$ cat config.mk
export PLATFORM = sky130hd
export DESIGN_NAME = pic_bus_sequencer
export DESIGN_NICKNAME = d
export VERILOG_FILES = /design/src/rtl/pic_pkg.sv /design/src/rtl/pic_bus_access.sv /design/src/rtl/pic_bus_sequencer.sv
export SDC_FILE = /design/constraint.sdc
export NUM_CORES = 1
export LEC_CHECK = 0
export CORE_MARGIN = 2
export CORE_UTILIZATION = 25
export DETAILED_ROUTE_END_ITERATION = 10
export GPL_TIMING_DRIVEN = 0
export SYNTH_ARGS = -nofsm -noshare
export SYNTH_HDL_FRONTEND = slang
export SYNTH_SLANG_ARGS = --single-unit
$ cat constraint.sdc
create_clock -name clk -period 2.6 [get_ports clk]
set_clock_uncertainty 0.2 [all_clocks]
set_input_delay 0.39 -clock clk [delete_from_list [all_inputs] [get_ports clk]]
set_output_delay 0.39 -clock clk [all_outputs]
set_load 0.02 [all_outputs]
$ cat src/rtl/pic_pkg.sv
// Shared types and byte encoders for the 8259 PIC bus sequencer.
// Step order and ICW/OCW bit layout live here so the top and bench-facing logic agree.
package pic_pkg;

    localparam int ICW1_IC4  = 0;
    localparam int ICW1_SNGL = 1;
    localparam int ICW1_LTIM = 3;
    localparam int ICW1_ID   = 4;
    localparam int ICW4_UPM  = 0;
    localparam int ICW4_AEOI = 1;
    localparam int ICW4_MS   = 2;
    localparam int ICW4_BUF  = 3;

    typedef enum logic [2:0] {ICW1, ICW2, ICW3, ICW4, OCW1, DONE} step_t;

    typedef enum logic [2:0] {IDLE, LOAD, SETUP, STROBE, HOLD, READY} access_state_t;

    typedef struct packed {
        logic       ltim;
        logic       sngl;
        logic       ic4;
        logic [4:0] vector_base;
        logic [7:0] icw3;
        logic       aeoi;
        logic       ms;
        logic       buf_mode;
        logic [7:0] mask;
    } init_cfg_t;

    typedef struct packed {
        logic       a0;
        logic [7:0] data;
    } bus_byte_t;

    function automatic bus_byte_t init_byte(step_t s, init_cfg_t c, logic upm);
        bus_byte_t b;
        b = '0;
        case (s)
            ICW1: begin
                b.a0              = 1'b0;
                b.data[ICW1_ID]   = 1'b1;
                b.data[ICW1_LTIM] = c.ltim;
                b.data[ICW1_SNGL] = c.sngl;
                b.data[ICW1_IC4]  = c.ic4;
            end
            ICW2: b = {1'b1, c.vector_base, 3'b000};
            ICW3: b = {1'b1, c.icw3};
            ICW4: begin
                b.a0              = 1'b1;
                b.data[ICW4_BUF]  = c.buf_mode;
                b.data[ICW4_MS]   = c.ms;
                b.data[ICW4_AEOI] = c.aeoi;
                b.data[ICW4_UPM]  = upm;
            end
            OCW1: b = {1'b1, c.mask};
            default: b = '0;
        endcase
        return b;
    endfunction

    // Optional ICW3/ICW4 are skipped using the latched configuration.
    function automatic step_t next_step(step_t s, init_cfg_t c);
        step_t n;
        case (s)
            ICW1: n = ICW2;
            ICW2: n = !c.sngl ? ICW3 : (c.ic4 ? ICW4 : OCW1);
            ICW3: n = c.ic4 ? ICW4 : OCW1;
            ICW4: n = OCW1;
            default: n = DONE;
        endcase
        return n;
    endfunction

endpackage

$ cat src/rtl/pic_bus_access.sv
// One 8259 register access: SETUP, STROBE_CYCLES of WD/RD low, HOLD.
// Address/data are captured on go and held until the next access.
module pic_bus_access
    import pic_pkg::*;
#(
    parameter int STROBE_CYCLES = 2
) (
    input  logic       clk,
    input  logic       reset,
    input  logic       go,
    input  logic       read,
    input  logic       a0,
    input  logic [7:0] data,
    output logic       done,
    output logic       wd,
    output logic       rd,
    output logic       bus_a0,
    output logic [7:0] bus_dout,
    output logic       bus_oe,
    input  logic [7:0] bus_din,
    output logic       rsp_valid,
    output logic [7:0] rsp_data
);

    localparam logic [3:0] RELOAD = 4'(STROBE_CYCLES - 1);

    access_state_t state, state_n;
    logic [3:0]    cnt;
    logic          read_q;
    logic          strobe;

    // NOTE: sequential state is written only with non-blocking assignments.
    always_ff @(posedge clk) begin
        if (reset) begin
            state    <= IDLE;
            cnt      <= '0;
            read_q   <= 1'b0;
            bus_a0   <= 1'b0;
            bus_dout <= '0;
            rsp_data <= '0;
        end else begin
            state <= state_n;
            if (state == IDLE && go) begin
                read_q   <= read;
                bus_a0   <= a0;
                bus_dout <= data;
            end
            if (state == SETUP) begin
                cnt <= RELOAD;
            end else if (state == STROBE && cnt != '0) begin
                cnt <= cnt - 4'd1;
            end
            if (state == STROBE && cnt == '0 && read_q) begin
                rsp_data <= bus_din;
            end
        end
    end

    // NOTE: next state gets a default first so no latch is inferred.
    always_comb begin
        state_n = state;
        case (state)
            IDLE:    if (go) state_n = SETUP;
            SETUP:   state_n = STROBE;
            STROBE:  if (cnt == '0) state_n = HOLD;
            HOLD:    state_n = IDLE;
            default: state_n = IDLE;
        endcase
    end

    // Strobes decode straight from state so WD and RD can never overlap.
    assign strobe    = (state == STROBE);
    assign wd        = !(strobe && !read_q);
    assign rd        = !(strobe && read_q);
    assign bus_oe    = !read_q && (state == SETUP || state == STROBE || state == HOLD);
    assign done      = (state == HOLD);
    assign rsp_valid = (state == HOLD) && read_q;

endmodule

$ cat src/rtl/pic_bus_sequencer.sv
// 8259 PIC bus master: replays ICW1..OCW1 from a config snapshot on start,
// then serves single runtime register reads/writes.
module pic_bus_sequencer
    import pic_pkg::*;
#(
    parameter int   STROBE_CYCLES = 2,
    parameter logic UPM_8086      = 1'b1
) (
    input  logic       clk,
    input  logic       reset,
    input  logic       start,
    input  logic       cfg_ltim,
    input  logic       cfg_sngl,
    input  logic       cfg_ic4,
    input  logic [4:0] cfg_vector_base,
    input  logic [7:0] cfg_icw3,
    input  logic       cfg_aeoi,
    input  logic       cfg_ms,
    input  logic       cfg_buf,
    input  logic [7:0] cfg_mask,
    input  logic       cmd_valid,
    output logic       cmd_ready,
    input  logic       cmd_read,
    input  logic       cmd_a0,
    input  logic [7:0] cmd_data,
    output logic       rsp_valid,
    output logic [7:0] rsp_data,
    output logic       busy,
    output logic       init_done,
    output logic       WD,
    output logic       RD,
    output logic       A0,
    output logic [7:0] bus_dout,
    output logic       bus_oe,
    input  logic [7:0] bus_din
);

    // phase uses HOLD to mean "an access is in flight, waiting for its HOLD".
    access_state_t phase, phase_n;
    step_t         step_q, step_n;
    init_cfg_t     cfg_q, cfg_n, cfg_in;
    logic          busy_n, init_done_n;
    logic          go, go_read, acc_done;
    bus_byte_t     go_byte;

    assign cfg_in = '{ltim: cfg_ltim, sngl: cfg_sngl, ic4: cfg_ic4,
                      vector_base: cfg_vector_base, icw3: cfg_icw3,
                      aeoi: cfg_aeoi, ms: cfg_ms, buf_mode: cfg_buf, mask: cfg_mask};

    assign cmd_ready = (phase == READY) && init_done && !busy && !start;

    always_ff @(posedge clk) begin
        if (reset) begin
            phase     <= IDLE;
            step_q    <= ICW1;
            cfg_q     <= '0;
            busy      <= 1'b0;
            init_done <= 1'b0;
        end else begin
            phase     <= phase_n;
            step_q    <= step_n;
            cfg_q     <= cfg_n;
            busy      <= busy_n;
            init_done <= init_done_n;
        end
    end

    always_comb begin
        phase_n     = phase;
        step_n      = step_q;
        cfg_n       = cfg_q;
        busy_n      = busy;
        init_done_n = init_done;
        go          = 1'b0;
        go_read     = 1'b0;
        go_byte     = '0;
        case (phase)
            IDLE, READY: begin
                // start has priority; cmd_ready is already low while start is high.
                if (start) begin
                    cfg_n       = cfg_in;
                    step_n      = ICW1;
                    init_done_n = 1'b0;
                    busy_n      = 1'b1;
                    go          = 1'b1;
                    go_byte     = init_byte(ICW1, cfg_in, UPM_8086);
                    phase_n     = HOLD;
                end else if (cmd_valid && cmd_ready) begin
                    busy_n  = 1'b1;
                    go      = 1'b1;
                    go_read = cmd_read;
                    go_byte = {cmd_a0, cmd_read ? 8'h00 : cmd_data};
                    phase_n = HOLD;
                end
            end
            LOAD: begin
                go      = 1'b1;
                go_byte = init_byte(step_q, cfg_q, UPM_8086);
                phase_n = HOLD;
            end
            HOLD: begin
                if (acc_done) begin
                    if (!init_done) begin
                        step_n = next_step(step_q, cfg_q);
                        if (step_n == DONE) begin
                            phase_n     = READY;
                            busy_n      = 1'b0;
                            init_done_n = 1'b1;
                        end else begin
                            phase_n = LOAD;
                        end
                    end else begin
                        phase_n = READY;
                        busy_n  = 1'b0;
                    end
                end
            end
            default: phase_n = IDLE;
        endcase
    end

    pic_bus_access #(
        .STROBE_CYCLES(STROBE_CYCLES)
    ) u_access (
        .clk      (clk),
        .reset    (reset),
        .go       (go),
        .read     (go_read),
        .a0       (go_byte.a0),
        .data     (go_byte.data),
        .done     (acc_done),
        .wd       (WD),
        .rd       (RD),
        .bus_a0   (A0),
        .bus_dout (bus_dout),
        .bus_oe   (bus_oe),
        .bus_din  (bus_din),
        .rsp_valid(rsp_valid),
        .rsp_data (rsp_data)
    );

endmodule

==> flow_summary.ini <==
[status]
status = finished, final reports clean

[die]
die_h_um = 110.4
ios = 73
core_area_um2 = 10940
start_util_pct = 25.90
chipWidth_um = 110.4
die-area_um2 = 12200
rows = 38

[routing]
vias = 2671
drt-pass1-iter-count = 4
avgRoutedWirePerCell_um = 14.64
drc_errors = 0
drt_iter0_drc = 188
viasPerCell = 4.821
drt-total-wl_um = 8111
ant_nets = 0

[grt]
grt_max_degree = 12
grt.total_usage_pct = 13.42
grt_pass1_vias = 2546
use_met3_pct = 3.458
antenna_found_initial = 0
met2_usage_pct = 20.12
met1_usage_pct = 18.35
grt_pass1_wl_um = 13260
grt_overflow = 0
busiest_layer = met2

[finish]
layout_common_cells = clkdlybuf4s50_1, nand2_1, dfxtp_1
drive_gt1_share_pct = 12.80
num_antenna_cells = 0
fin_nets = 463
area_delta_synth_final_pct = 43.37
finalInstanceArea_um2 = 4061
final_common_cell = clkdlybuf4s50_1
fillers = 1129

[sta]
tightest_slew_ns = 0.6416
tns_ns = 0
relSlewSlack_pct = 57.23
slew_violations = 0
setup_violations = 0
grt_setup_unrepaired = false
setup_ws_ns = 0.1936
period_share_pct = 92.55
period_needed_ns = 2.406
clock.fmax_mhz = 415.6
hold_slack_ns = 0.2520
hold_violations = 0

[clock_network]
cts_tree = built
cts_hold_buf = 0
cts.path.max_buffers = 2
cts.root.buffer_cell = clkbuf_16
cts.sinks = 59
insertion_delay_ns = 0.33
numCtsBuffers = 9
clkTransAtPathRegs_ns = 0.05
htreeDepth = 3

[synth]
synth_simple_gate_area_share_pct = 22.75
synth_ff_type = dfxtp_1
synth.net_count = 380
synth_adder_area_share_pct = 2.208
synth_enable_flop_cells = 0
ys_warn_count = 0
ys_ff_latch = 59
avgSynthCellArea_um2 = 8.689
netlist_instances = 326
synth-xor-area-share_pct = 1.237
synth_compound_area_share_pct = 22.08
syn-cell-area_um2 = 2833
synth_top_family_by_area = simple AND/OR/NAND/NOR gates
synth_seq_area_share_pct = 41.70
muxShareOfSynthArea_pct = 4.770
async_flop_share_pct = 0
synth_cell_types = 55

[setup_path]
crit_arrival_ns = 1.82
path_class = flop to primary output
path_max_fanout = 6
crit_path_end_kind = primary output
cp.required_ns = 2.01
cp-start-kind = flop

[power_and_ir_drop]
p_sw_share_pct = 25.69
cellInternalPower_uw = 2060
pwr-share-seq_pct = 36.9
powerDensity_nw_per_um2 = 682.5
peakVddDrop_v = 0.0003525
clockPowerShare_pct = 46.3
switching_power_uw = 712.0
p_leak_uw = 0.001477
comb_power_share_pct = 16.8

[run]
cap_viol_max_count = 0

[placement]
gp_congestion = 0.8243
dpl.hpwl_um = 6127
placed_area_um2 = 3729
pre_cts_slack_ns = 0.1171
numPortBuffers = 72

[hold_path]
min_path_type = flop to flop
==> sequential cells by signal, indices dropped and copies added (netlist names) <==
register,cells
cfg_q,27
u_access.bus_dout,8
u_access.rsp_data,8
u_access.cnt,4
step_q,3
u_access.state,3
phase,2
busy,1
init_done,1
u_access.bus_a0,1
u_access.read_q,1
==> repair_timing <==
action                     in CTS  in global routing
setup endpoints to repair       0                  2
resized for setup               0                  2
buffers inserted                0                  0
==> cell type report <==
| class | count | area [um2] | area share (%) |
|---|---|---|---|
| Clock inverter | 6 | 88.84 | 2.187 |
| Buffer | 23 | 126.4 | 3.112 |
| Timing Repair Buffer | 72 | 725.7 | 17.87 |
| Sequential cell | 59 | 1181 | 29.08 |
| Multi-Input combinational cell | 238 | 1503 | 37.00 |
| Clock buffer | 10 | 239.0 | 5.884 |
| Inverter | 6 | 22.52 | 0.5545 |
| Tap cell | 140 | 175.2 | 4.313 |
==> critical path, stage by stage (launching register included) <==
cell	delay, ns
dfxtp_1	0.38
nor3b_2	0.30
and2_1	0.19
clkdlybuf4s50_1	0.62
==> final timing paths <==
path,to,depth (start not counted),startpoint,slack [ns]
max,rsp_valid,3,u_access.state[2]$_SDFFE_PP0P_,0.19
min,cfg_q[26]$_SDFFE_PP0P_,2,cfg_q[26]$_SDFFE_PP0P_,0.25
max reg2reg,u_access.bus_dout[4]$_SDFFE_PP0P_,7,phase[0]$_SDFFE_PP0P_,0.46
min reg2reg,cfg_q[26]$_SDFFE_PP0P_,2,cfg_q[26]$_SDFFE_PP0P_,0.25
==> layer usage <==
metal	up-vias	wire length, um
met1	1255	3815
met4	0	159
li1	1322	-
met3	14	450
met5	-	0
met2	80	3686
==> synth_stat cells, types with 3 or more instances <==
cell	instances	area share (%)
inv_1	6	0.79
mux2i_1	9	3.2
nand3b_1	6	1.6
ha_1	5	2.2
and2_1	4	0.88
dfxtp_1	59	42
a211oi_1	7	1.9
buf_6	3	1.2
buf_2	8	1.4
nor3_1	5	0.88
nor2_1	24	3.2
a211oi_2	8	3.5
nand2b_1	5	1.1
a21oi_1	48	8.5
clkbuf_1	10	1.3
a221oi_1	3	0.93
o21ai_0	7	1.2
xor2_1	3	0.93
nor2b_1	4	0.88
nand2_1	59	7.8
==> power by group through the flow <==
stage                     Combinational, uW  Sequential [uW]  Clock, uW
after floorplan                         249             1050          0
after global placement                  461             1040          0
after detailed placement                467             1040          0
after CTS                               471             1020       1300
after global routing                    514             1030       1350
final                                   466             1020       1280
==> cell families (layout without fill, tap and decap cells) <==
kind of cell / Yosys count / count (layout)
mux: 12 / 12
compound gates: 91 / 91
flops: 59 / 59
buf+inv: 29 / 117
simple gates: 126 / 126
xor+xnor: 4 / 4
fa+ha+maj: 5 / 5
==> stage by stage <==
step	cells	power, uW	util, %
finish	554	2772	37.14
floorplan	326	1304	-
detailed placement	538	1507	34.10
CTS	554	2797	37.09
global placement	538	1498	34.10
global route	554	2894	37.14
(Power assumes the default switching activity.)
